<file path="config.mk">
export PLATFORM = sky130hd
export DESIGN_NAME = freq_gate_ctrl
export DESIGN_NICKNAME = d
export VERILOG_FILES = /design/src/rtl/freq_gate_ctrl_pkg.sv /design/src/rtl/freq_gate_ctrl_timer.sv /design/src/rtl/freq_gate_ctrl.sv
export SDC_FILE = /design/constraint.sdc
export NUM_CORES = 1
export LEC_CHECK = 0
export ABC_AREA = 1
export CAP_MARGIN = 20
export CORE_MARGIN = 1
export CORE_UTILIZATION = 50
export CTS_CLUSTER_SIZE = 40
export DETAILED_ROUTE_END_ITERATION = 10
export PLACE_DENSITY = 0.72
export SLEW_MARGIN = 20
export SYNTH_ARGS = -nofsm -noshare
export SYNTH_HDL_FRONTEND = slang
export SYNTH_HIERARCHICAL = 1
export SYNTH_SLANG_ARGS = --single-unit
</file>
<file path="constraint.sdc">
create_clock -name i_clk -period 2.3 [get_ports i_clk]
set_clock_uncertainty 0.15 [all_clocks]
set_input_delay 0.345 -clock i_clk [delete_from_list [all_inputs] [get_ports i_clk]]
set_output_delay 0.345 -clock i_clk [all_outputs]
set_load 0.1 [all_outputs]
</file>
<file path="src/rtl/freq_gate_ctrl_pkg.sv">
// Shared definitions for the frequency-meter gate sequencer: FSM states,
// range sizing and the gate-length rule used by the result/display path.
package freq_gate_ctrl_pkg;

  localparam int RANGE_W    = 2;
  localparam int NUM_RANGES = 4;

  typedef enum logic [2:0] {
    ST_IDLE   = 3'd0,
    ST_CLEAR  = 3'd1,
    ST_GATE   = 3'd2,
    ST_SETTLE = 3'd3,
    ST_EVAL   = 3'd4,
    ST_LATCH  = 3'd5
  } state_t;

  // Gate window in clock cycles: each range step shortens the window tenfold.
  function automatic int unsigned gate_len(input int unsigned base,
                                           input logic [RANGE_W-1:0] rng);
    case (rng)
      2'd0:    return base;
      2'd1:    return base / 10;
      2'd2:    return base / 100;
      default: return base / 1000;
    endcase
  endfunction

endpackage

</file>
<file path="src/rtl/freq_gate_ctrl_timer.sv">
// Loadable down-counter timing the gate window; o_done marks the last enabled
// cycle of the loaded length.
module freq_gate_ctrl_timer #(
  parameter int W = 26
) (
  input  logic         i_clk,
  input  logic         i_rst_n,
  input  logic         i_load,
  input  logic [W-1:0] i_value,
  input  logic         i_en,
  output logic         o_done
);

  logic [W-1:0] r_cnt;

  always_ff @(posedge i_clk or negedge i_rst_n) begin
    if (!i_rst_n) begin
      r_cnt <= '0;
    end else if (i_load) begin
      r_cnt <= i_value;
    end else if (i_en && (r_cnt != '0)) begin
      r_cnt <= r_cnt - 1'b1;
    end
  end

  assign o_done = i_en && (r_cnt == '0);

endmodule

</file>
<file path="src/rtl/freq_gate_ctrl.sv">
// Measurement sequencer: clear -> gate -> settle -> evaluate -> latch, with
// one-step-per-measurement auto-ranging of the gate window.
module freq_gate_ctrl
  import freq_gate_ctrl_pkg::*;
#(
  parameter int GATE_BASE = 50_000_000,
  parameter int CNT_W     = 14,
  parameter int HI_THR    = 9999,
  parameter int LO_THR    = 900,
  parameter int SETTLE    = 4
) (
  input  logic               i_clk,
  input  logic               i_rst_n,
  input  logic               i_run,
  input  logic [CNT_W-1:0]   i_cnt_val,
  input  logic               i_cnt_ovf,
  output logic               o_cnt_clr,
  output logic               o_cnt_en,
  output logic               o_latch_stb,
  output logic [RANGE_W-1:0] o_range,
  output logic               o_over_range,
  output logic               o_under_range,
  output logic               o_busy,
  output state_t             o_state
);

  localparam int TW = $clog2(GATE_BASE);
  localparam int SW = $clog2(SETTLE + 1);
  localparam logic [CNT_W-1:0]   HI_V        = CNT_W'(HI_THR);
  localparam logic [CNT_W-1:0]   LO_V        = CNT_W'(LO_THR);
  localparam logic [SW-1:0]      SETTLE_LAST = SW'(SETTLE - 1);
  localparam logic [RANGE_W-1:0] RANGE_MAX   = RANGE_W'(NUM_RANGES - 1);

  // A count just above HI_THR must still read at least LO_THR one range
  // shorter, otherwise the ranging would ping-pong between two windows.
  if (HI_THR + 1 < 10 * LO_THR) begin : g_thr_check
    $error("freq_gate_ctrl: HI_THR+1 must be at least 10*LO_THR");
  end

  state_t               r_state, w_next;
  logic [RANGE_W-1:0]   r_range;
  logic [SW-1:0]        r_settle;
  logic                 r_over, r_under;
  logic                 w_rng_up, w_rng_dn, w_flag_ld, w_over_n, w_under_n;
  logic                 w_hi, w_lo, w_done;
  logic [TW-1:0]        w_gate_val;

  assign w_gate_val = TW'(gate_len(int'(GATE_BASE), r_range) - 1);
  assign w_hi       = i_cnt_ovf || (i_cnt_val > HI_V);
  assign w_lo       = (i_cnt_val < LO_V);

  freq_gate_ctrl_timer #(.W(TW)) u_timer (
    .i_clk   (i_clk),
    .i_rst_n (i_rst_n),
    .i_load  (r_state == ST_CLEAR),
    .i_value (w_gate_val),
    .i_en    (r_state == ST_GATE),
    .o_done  (w_done)
  );

  always_ff @(posedge i_clk or negedge i_rst_n) begin
    if (!i_rst_n) r_state <= ST_IDLE;
    else          r_state <= w_next;
  end

  // Dropping i_run anywhere before LATCH abandons the measurement untouched.
  always_comb begin
    w_next    = r_state;
    w_rng_up  = 1'b0;
    w_rng_dn  = 1'b0;
    w_flag_ld = 1'b0;
    w_over_n  = 1'b0;
    w_under_n = 1'b0;
    case (r_state)
      ST_IDLE:   if (i_run) w_next = ST_CLEAR;
      ST_CLEAR:  w_next = i_run ? ST_GATE : ST_IDLE;
      ST_GATE: begin
        if (!i_run)      w_next = ST_IDLE;
        else if (w_done) w_next = ST_SETTLE;
      end
      ST_SETTLE: begin
        if (!i_run)                        w_next = ST_IDLE;
        else if (r_settle == SETTLE_LAST)  w_next = ST_EVAL;
      end
      ST_EVAL: begin
        if (!i_run) begin
          w_next = ST_IDLE;
        end else if (w_hi && (r_range != RANGE_MAX)) begin
          w_next   = ST_CLEAR;
          w_rng_up = 1'b1;
        end else if (w_hi) begin
          w_next    = ST_LATCH;
          w_flag_ld = 1'b1;
          w_over_n  = 1'b1;
        end else if (w_lo && (r_range != '0)) begin
          w_next   = ST_CLEAR;
          w_rng_dn = 1'b1;
        end else begin
          w_next    = ST_LATCH;
          w_flag_ld = 1'b1;
          w_under_n = (r_range == '0) && (i_cnt_val == '0);
        end
      end
      ST_LATCH:  w_next = i_run ? ST_CLEAR : ST_IDLE;
      default:   w_next = ST_IDLE;
    endcase
  end

  // Range survives run toggling; flags hold until the next latch strobe.
  always_ff @(posedge i_clk or negedge i_rst_n) begin
    if (!i_rst_n) begin
      r_range  <= '0;
      r_settle <= '0;
      r_over   <= 1'b0;
      r_under  <= 1'b0;
    end else begin
      if (w_rng_up)      r_range <= r_range + 1'b1;
      else if (w_rng_dn) r_range <= r_range - 1'b1;
      if (w_flag_ld) begin
        r_over  <= w_over_n;
        r_under <= w_under_n;
      end
      r_settle <= (r_state == ST_SETTLE) ? r_settle + 1'b1 : '0;
    end
  end

  // o_latch_stb is a one-cycle strobe; o_range and the flags are valid with it.
  assign o_cnt_clr     = (r_state == ST_CLEAR);
  assign o_cnt_en      = (r_state == ST_GATE);
  assign o_latch_stb   = (r_state == ST_LATCH);
  assign o_busy        = (r_state != ST_IDLE);
  assign o_range       = r_range;
  assign o_over_range  = r_over;
  assign o_under_range = r_under;
  assign o_state       = r_state;

endmodule

</file>
==> flow_metrics.env, run 1 <==
export IMPL_cts_resized=0
export IMPL_wl_per_cell_um=12.5
export IMPL_cts_buffers=5
export IMPL_finalWorstSetupSlack_ps=147
export IMPL_detail_route_antenna_nets=0
export IMPL_max_cap_viol_count=0
export IMPL_worstPathCellList="inv_4 -> nand2_2 -> nor2_4 -> buf_4 -> buf_12"
export IMPL_hold_depth=1
export IMPL_grt_pass1_wl_mm=12.0
export IMPL_hpwl_mm=5.18
export IMPL_routed_wl_mm=6.90
export IMPL_diodes=0
export IMPL_ys_seq_area_frac=0.319
export IMPL_finalMaxSlewViolations=0
export IMPL_gp_congestion=0.865
export IMPL_synth_main_ff_cell="dfrtp_1"
export IMPL_internal_power_w=0.00227
export IMPL_final_seq_area_sq_um=915
export IMPL_setup_violations=0
export IMPL_grt_pass1_vias=2565
export IMPL_p_leak_nw=1.76
export IMPL_hold_viol=0
export IMPL_cp_depth=5
export IMPL_async_flop_share=1.00
export IMPL_rsz0062_at_grt="no"
export IMPL_period_minus_slack_ps=2150
export IMPL_final_nets=507
export IMPL_cp_slowest_cell="dfrtp_4"
export IMPL_critical_path_class="flip-flop to output port"
export IMPL_powerDensity_mw_per_mm2=1490
export IMPL_yosys_area_share_simple=0.467
export IMPL_drive_above_1_share=0.152
export IMPL_dp_cells=543
export IMPL_num_vias=2823
export IMPL_critical_path_buf_inv_count=3
export IMPL_cp_arrival_ps=1660
export IMPL_avgSynthCellArea_sq_um=6.44
export IMPL_core_sq_mm=0.00547
export IMPL_hold_ws_ps=279
export IMPL_regToRegEndpoint="o_state[0]"
export IMPL_worst_pin_slew_ps=541
export IMPL_cts_root_buf="clkbuf_8"
export IMPL_hold_path_class="flip-flop to flip-flop"
export IMPL_p_seq_frac=0.249
export IMPL_cp_end_kind="output port"
export IMPL_syn_inst=439
export IMPL_final_cell_mix="nand2_1, nor2_1, nand3_1"
export IMPL_startpoint_type="flip-flop"
export IMPL_place_ws_ps=323
export IMPL_yosysUniqueCellTypes=35
export IMPL_antenna_found_initial=0
export IMPL_grt_use_total=0.253
export IMPL_synth_xor_area_share=0.0217
export IMPL_synth_adder_area_share=0.0443
export IMPL_dieWidth_um=77.2
export IMPL_holdCritStartpoint="r_settle[0]"
export IMPL_timing_rr_start="u_timer/r_cnt[0]"
export IMPL_nFillCells=513
export IMPL_htree_levels=2
export IMPL_synth_compound_area_share=0.0598
export IMPL_multi_input_comb_area_sq_mm=0.00174
export IMPL_grt_max_degree=35
export IMPL_cp_max_fo=34
export IMPL_rows=27
export IMPL_p_sw_frac=0.553
export IMPL_firstDrtPassIters=4
export IMPL_p_comb_frac=0.651
export IMPL_max_freq_mhz=464
export IMPL_reg2regPathDepth=9
export IMPL_p_clk_frac=0.100
export IMPL_synth_edf_count=0
export IMPL_dieArea_sq_mm=0.00596
export IMPL_fp_dieH_um=77.2
export IMPL_syn_area_sq_mm=0.00283
export IMPL_first_iter_violations=199
export IMPL_min_to="r_settle[0]"
export IMPL_via_per_inst=5.11
export IMPL_synth_seq_cells=36
export IMPL_post_layout_nonfiller_instances=552
export IMPL_cts_clk_slew_worst_paths_ps=70
export IMPL_slew_headroom=0.639
export IMPL_cp_required_ps=1800
export IMPL_synthToLayoutAreaGrowth_pct=20.9
export IMPL_drc=0
export IMPL_synth_top_family_by_area="simple AND/OR/NAND/NOR gates"
export IMPL_yosys_warnings=6
export IMPL_fin_crit_sh=0.936
export IMPL_utilization=0.624
export IMPL_io_pins=29
export IMPL_critical_path_top_delay_family="buffers and inverters"
export IMPL_initial_core_util=0.516
export IMPL_insertion_delay_ps=290
export IMPL_grt_ovfl_total=0
export IMPL_cts_sinks=36
export IMPL_cts_tree="yes"
export IMPL_cts_max_path_buffers=2
export IMPL_r2r_slack_ps=280
export IMPL_ir_drop_mv=0.813
export IMPL_port_buffers=28
export IMPL_status="finished, final reports clean"
export IMPL_synth_mux_area_frac=0
export IMPL_critical_path_max_stage_delay_ps=510
export IMPL_layout_commonest_cell="nand2_1"
export IMPL_p_sw_w=0.00281
[synth_stat cells (3+ instances only)]
cell type,n,area [sq um]
dfrtp_1,36,901
nand2_1,159,597
o21ai_1,3,15.0
o21ai_2,7,61.3
clkbuf_1,5,18.8
nor2_2,6,37.5
ha_1,10,125
o21ai_0,6,30.0
nand2_2,3,18.8
xnor2_1,3,26.3
inv_1,48,180
nand4_1,10,62.6
nand3_1,53,265
a21oi_1,4,20.0
nor2_1,55,206
xor2_1,4,35.0
nand2_4,3,33.8
[layout make-up]
type / instances / share of cell area
well taps: 72 / 0.0264
multi-input cells: 348 / 0.510
repair buffers: 39 / 0.112
flip-flops and latches: 36 / 0.268
inverters: 49 / 0.0546
clock buffers: 8 / 0.0293
[metal layers]
layer | part of all wire | GRT usage | routed length, um | up-vias
li1 | - | - | - | 1452
met1 | 0.45 | 0.330 | 3090 | 1288
met2 | 0.49 | 0.422 | 3360 | 75
met3 | 0.052 | 0.0452 | 356 | 8
met4 | 0.014 | 0.0811 | 95 | 0
met5 | 0 | 0 | 0 | -
[cell families (layout without fill, tap and decap cells)]
kind of cell | count (synthesis) | in the layout
flip-flops | 36 | 36
XOR/XNOR | 7 | 7
buffers and inverters | 60 | 96
AO/OA/AOI/OAI | 24 | 24
other | 2 | 7
AND/OR/NAND/NOR | 300 | 300
adder cells (fa/ha/maj) | 10 | 10
[flip-flops by register name (all words and copies together) (netlist names)]
signal	cells
u_timer/r_cnt	26
o_range	2
r_settle	3
o_over_range	1
o_under_range	1
o_state	3
[worst max-delay path by stage]
stage / start / end / slack, ps
after detailed placement: u_timer/r_cnt[0] / o_state[0] / 320
after floorplan: o_state[2] / o_state[0] / -200
after global routing: o_state[1] / o_cnt_clr / 40
final: o_state[1] / o_cnt_clr / 150
after global placement: u_timer/r_cnt[0] / u_timer/r_cnt[2] / 380
after CTS: o_state[1] / o_cnt_clr / 120
[repair_timing]
item | 4_1_cts | 5_1_grt
hold buffers | 1 | 0
endpoints found under the setup margin | 0 | 0
hold endpoints to repair | 11 | 0
setup buffers | 0 | 0
[power by group through the flow]
stage | combinational (W) | clock (W) | sequential [W]
floorplan | 0.00241 | 0 | 0.00144
global placement | 0.00325 | 0 | 0.00126
detailed placement | 0.00330 | 0 | 0.00127
CTS | 0.00332 | 0.000517 | 0.00126
global route | 0.00371 | 0.000538 | 0.00131
finish | 0.00331 | 0.000510 | 0.00127
[per-stage QoR]
step	total power, W	TNS, ps	cell area [sq um]
3_5_place_dp	0.00457	0	3310
2_1_floorplan	0.00385	-3820	2940
3_3_place_gp	0.00450	0	3310
6_report	0.00509	0	3420
5_1_grt	0.00556	0	3420
4_1_cts	0.00510	0	3420
No activity file was read; power rests on OpenSTA's default activity.
==> inputs of run 2 (changes only) <==
--- a/config.mk
+++ b/config.mk
@@ -6,7 +6,6 @@
 export NUM_CORES = 1
 export LEC_CHECK = 0
 export ABC_AREA = 1
-export CAP_MARGIN = 20
 export CORE_MARGIN = 1
 export CORE_UTILIZATION = 50
 export CTS_CLUSTER_SIZE = 40
==> results of run 2 <==
Same layout as run 1: the final DEF is identical, and so are final timing and power.
==> edit 1 (config.mk and constraints of run 1) <==
Reset style: synchronous (`i_rst_n`), changed in 3 clocked blocks.
--- a/src/rtl/freq_gate_ctrl_timer.sv
+++ b/src/rtl/freq_gate_ctrl_timer.sv
@@ -13,7 +13,7 @@
 
   logic [W-1:0] r_cnt;
 
-  always_ff @(posedge i_clk or negedge i_rst_n) begin
+  always_ff @(posedge i_clk) begin
     if (!i_rst_n) begin
       r_cnt <= '0;
     end else if (i_load) begin
--- a/src/rtl/freq_gate_ctrl.sv
+++ b/src/rtl/freq_gate_ctrl.sv
@@ -58,7 +58,7 @@
     .o_done  (w_done)
   );
 
-  always_ff @(posedge i_clk or negedge i_rst_n) begin
+  always_ff @(posedge i_clk) begin
     if (!i_rst_n) r_state <= ST_IDLE;
     else          r_state <= w_next;
   end
@@ -107,7 +107,7 @@
   end
 
   // Range survives run toggling; flags hold until the next latch strobe.
-  always_ff @(posedge i_clk or negedge i_rst_n) begin
+  always_ff @(posedge i_clk) begin
     if (!i_rst_n) begin
       r_range  <= '0;
       r_settle <= '0;
Function: differs if i_rst_n is asserted again (counterexample within 4 cycles, from zero or initial values and one cycle with i_rst_n low); with i_rst_n held inactive, the same outputs for 10 cycles.
==> edit 1 against run 1 <==
  * Area after synthesis down 1.3%
  * Routed wire length increased by 12%
  * Design area down 0.66%
  * Sequential cell count stayed put
  * Non-clock buffer count down 4
  * Via count increased by 8.5%
  * Cell count grew 7.1%
  * Global-route usage is 1.9 points higher
  * Count of clock-buffer cells in the layout shrank 3
  * Worst setup slack better by 0.068 ns
Power is not compared: it rests on default switching activity, and its combinational part moved more than twofold at a synthesized area within 25%.
==> edit 1: results (changes against run 1) <==
* RR Startpoint: u_timer/r_cnt[0]$_SDFFE_PN0P_
* Placed Cells incl. Taps at 583 (+7.4%)
* Wire length on met2 at 3.68 mm (+9.7%)
* Drt initial violations at 170 (-15%)
* Seq. pwr at 802 uW
* WL final at 7.72 mm (+12%)
* Crit path DAT at 2.15 ns (+0.49 ns)
* Post-synthesis adder-cell area fraction at 0.0449 (+0.000596)
* Hold_sp: r_settle[0]$_SDFF_PN0_
* Most flops, register: u_timer/r_cnt
* Gr usage total at 0.272 (+0.0192)
* Nets at 548 (+8.1%)
* Critical path's top delay family: simple AND/OR/NAND/NOR gates
* Comb pwr at 1.35 mW
* CP endpoint: u_timer/r_cnt[3]$_SDFFE_PN0P_
* Final Max Slew Viols at 0 (unchanged)
* Compound-Gate Fraction of Synth Area at 0.0839 (+0.0241)
* First-pass GRT wire length at 12.9 mm (+7.7%)
* Layout cell share with drive strength beyond 1 at 0.127 (-0.0254)
* WS Path Type: reg -> reg
* Hold EP: r_settle[0]$_SDFF_PN0_
* DR vias/cell at 5.18 (+1.4%)
* Largest cells by area after synthesis: dfxtp_1 (26%), nand2_1 (20%), nor2_1 (12%)
* Placer congestion estimate at 0.907 (+4.7%)
* Crit-path max cell delay at 0.32 ns (-0.19 ns)
* Synth top cells by count: nand2_1 (148), nor2_1 (86), inv_1 (57), nand3_1 (38), dfxtp_1 (36)
* Worst-path clk slew at 0.08 ns
* Psw at 1.26 mW
* Placed Area at 3220 um2 (-2.5%)
* Drt wl/cell at 13.1 um (+4.5%)
* Vias in the first global route at 2836 (+11%)
* Met1 Resource Use GR at 0.339 (+0.00982)
* Post-route ant nets at 0 (unchanged)
* Pin count of the biggest net entering global routing at 29 (-17%)
* Grt met3 use at 0.0357 (-0.00952)
* Met2 Use GR at 0.481 (+0.0591)
* WL met3 at 378 um (+6.2%)
* Slowest stage cell on the critical path: dfxtp_1
* Sequential share of the synthesized area at 0.258 (-0.0603)
* DR top layer: met4
* Detailed-placement wirelength estimate at 5.82 mm (+12%)
* Ys Warns at 6 (unchanged)
* Worst Hold Path Cells at 1 (unchanged)
* Hold_ws at 0.274 ns (-0.00512 ns)
* CTS H-tree depth at 2 (unchanged)
* R2R depth at 12 (+3)
* Synth Area in XOR/XNOR at 0.00942 (-0.0123)
* Min-Delay Path Class: reg -> reg
* Critical-path maximum fanout at 18 (-47%)
* Asr flop ratio synth at 0 (-1.00)
* Pre-antenna DRT Iters at 5 (+1)
* Status: complete, no violations
* Post-Route M1 WL at 3.54 mm (+15%)
* Post-synthesis cell type count at 32 (-8.6%)
* Mux cell area share after synthesis at 0 (unchanged)
* Initial antenna violation count at 0 (unchanged)
* FF-to-FF setup slack at 0.22 ns (-0.06 ns)
* Syn Area/Cell at 5.79 um2 (-10%)
* Worst VDD drop at 0.000404 V
==> edit 1: changes by cell type in the layout (fill, tap and decap cells not counted), moves of 8 or more <==
cell,change
nand3_1,-15
nor2_1,+30
dfrtp_1,-31
inv_1,+11
nand2_1,-8
o21ai_0,+11
a21oi_1,+22
dfxtp_1,+31
==> edit 1: final cells by class <==
class | count | area (um2)
flip-flops and latches | 36 | 734
clock inverters | 3 | 90.1
inverters | 61 | 236
multi-input cells | 381 | 1850
repair buffers | 35 | 330
clock buffers | 5 | 68.8
well taps | 70 | 87.6
fillers | 507 | 1840
==> edit 1: metrics by stage <==
step	setup WS, ns	util	power [mW]
floorplan	-0.202	-	1.82
global placement	0.238	0.616	2.11
detailed placement	0.164	0.616	2.13
CTS	0.132	0.646	2.93
global route	0.0270	0.648	3.16
finish	0.215	0.648	2.94
==> edit 1: repair_timing <==
action	CTS	global route
resized for setup	0	2
setup endpoints to repair	0	3
buffers inserted	0	0
==> edit 2 (settings of run 1) <==
Made on the original files. `SETTLE`: 4 -> 2.
--- a/src/rtl/freq_gate_ctrl.sv
+++ b/src/rtl/freq_gate_ctrl.sv
@@ -7,7 +7,7 @@
   parameter int CNT_W     = 14,
   parameter int HI_THR    = 9999,
   parameter int LO_THR    = 900,
-  parameter int SETTLE    = 4
+  parameter int SETTLE    = 2
 ) (
   input  logic               i_clk,
   input  logic               i_rst_n,
Formal check against the unedited RTL: same outputs for any inputs over 10 cycles, from zero or initial values and one cycle with i_rst_n low; that may be too few to reach the edited logic, so the function may still have changed.
==> edit 2 against run 1 <==
  * Total power is 1.7% lower
  * Worst setup slack better by 0.096 ns
  * Sequential cell count is 1 lower
  * First-iteration DRC count is 8.0% lower
  * Critical path type unchanged
  * Routed wire length is 0.25% lower
  * Area after synthesis is 0.66% higher
  * Design area is 1.1% higher
==> edit 2: results (changes against run 1) <==
* RR Startpoint: u_timer/r_cnt[16]$_DFFE_PN0P_
* IO buf count at 28 (unchanged)
* Placed Area at 3340 um2 (+1.1%)
* DR vias at 2854 (+1.1%)
* Max-Slew Margin vs Limit at 0.494 (-0.145)
* Placer congestion estimate at 0.867 (+0.17%)
* Min-Delay Path Class: reg -> reg
* Grt met3 use at 0.0400 (-0.00524)
* Synthesis-to-layout area growth at 21.4%
* Vias in the first global route at 2723 (+6.2%)
* Placed Cells incl. Taps at 546 (+0.55%)
* Clk Latency, worst-skew pair at 0.29 ns (about the same)
* Status: complete, no violations
* Nets at 509 (+0.39%)
* Hold EP: r_settle[0]$_DFF_PN0_
* Drt initial violations at 183 (-8.0%)
* Synth top cells by count: nand2_1 (156), nand3_1 (52), inv_1 (49), nor2_1 (49), dfrtp_1 (35)
* FF-to-FF setup slack at 0.32 ns (+0.04 ns)
* Met1 Resource Use GR at 0.333 (+0.00349)
* Ys Warns at 6 (unchanged)
* Most flops, register: u_timer/r_cnt
* Met2 Use GR at 0.434 (+0.0115)
* Hold_ws at 0.281 ns (+0.00255 ns)
* Worst VDD drop at 0.000791 V (-2.7%)
* Sequential share of the synthesized area at 0.308 (-0.0109)
* Gr usage total at 0.253 (+0.000428)
* Fin cells at 555 (+0.54%)
* Leak at 1.76 nW (+0.44%)
* Comb pwr share at 0.651 (about the same)
* Post-synthesis cell type count at 32 (-8.6%)
* RR Endpoint: u_timer/r_cnt[2]$_DFFE_PN0P_
* Syn Area/Cell at 6.47 um2 (+0.44%)
* Critical-path maximum fanout at 8 (-76%)
* Crit path DAT at 1.56 ns (-0.10 ns)
* R2R depth at 10 (+1)
* Detailed-placement wirelength estimate at 5.20 mm (+0.33%)
* Largest cells by area after synthesis: dfrtp_1 (31%), nand2_1 (21%), nand3_1 (9.1%)
* Total Power at 5.00 mW (-1.7%)
* DP Worst Slack at 0.361 ns (+0.0384 ns)
* Buffer depth of the longest clock path at 2 (unchanged)
* Number of fillers in the final layout at 516 (+0.58%)
* Internal at 2.22 mW (-2.2%)
* First-pass GRT wire length at 12.2 mm (+1.9%)
* Crit-path max cell delay at 0.53 ns (+0.02 ns)
* Pin count of the biggest net entering global routing at 33 (-5.7%)
* Layout cell share with drive strength beyond 1 at 0.174 (+0.0218)
* Drt wl/cell at 12.4 um (-0.79%)
* Antenna diodes at 0 (unchanged)
* Fin crit period at 2.06 ns (-0.0959 ns)
* Critical path's top delay family: flip-flops
[edit 2: cells by family after synthesis]
family / synth area share
AOI/OAI and AO/OA: 0.0563
xor gates and xnor gates: 0.0215
adders and majority gates: 0.0396
buffers and inverters: 0.0880
DFF: 0.308
other: 0.00264
and+or+nand+nor: 0.484
[edit 2: timing repair]
| item | 4_1_cts | 5_1_grt |
|---|---|---|
| hold endpoints to repair | 9 | 0 |
| resized for setup | 0 | 0 |
| hold buffers | 1 | 0 |
[edit 2: metal layers]
metal	part of all wire	vias up
met5	0	-
met2	0.48	78
met4	0.011	0
met1	0.46	1309
met3	0.049	7
li1	-	1460
[edit 2: final cells by class]
| cell class | count | share of cell area |
|---|---|---|
| multi-input combinational | 348 | 0.518 |
| timing repair buffer | 41 | 0.112 |
| tap | 72 | 0.0261 |
| inverter | 51 | 0.0583 |
| sequential | 35 | 0.257 |
| clock buffer | 8 | 0.0290 |
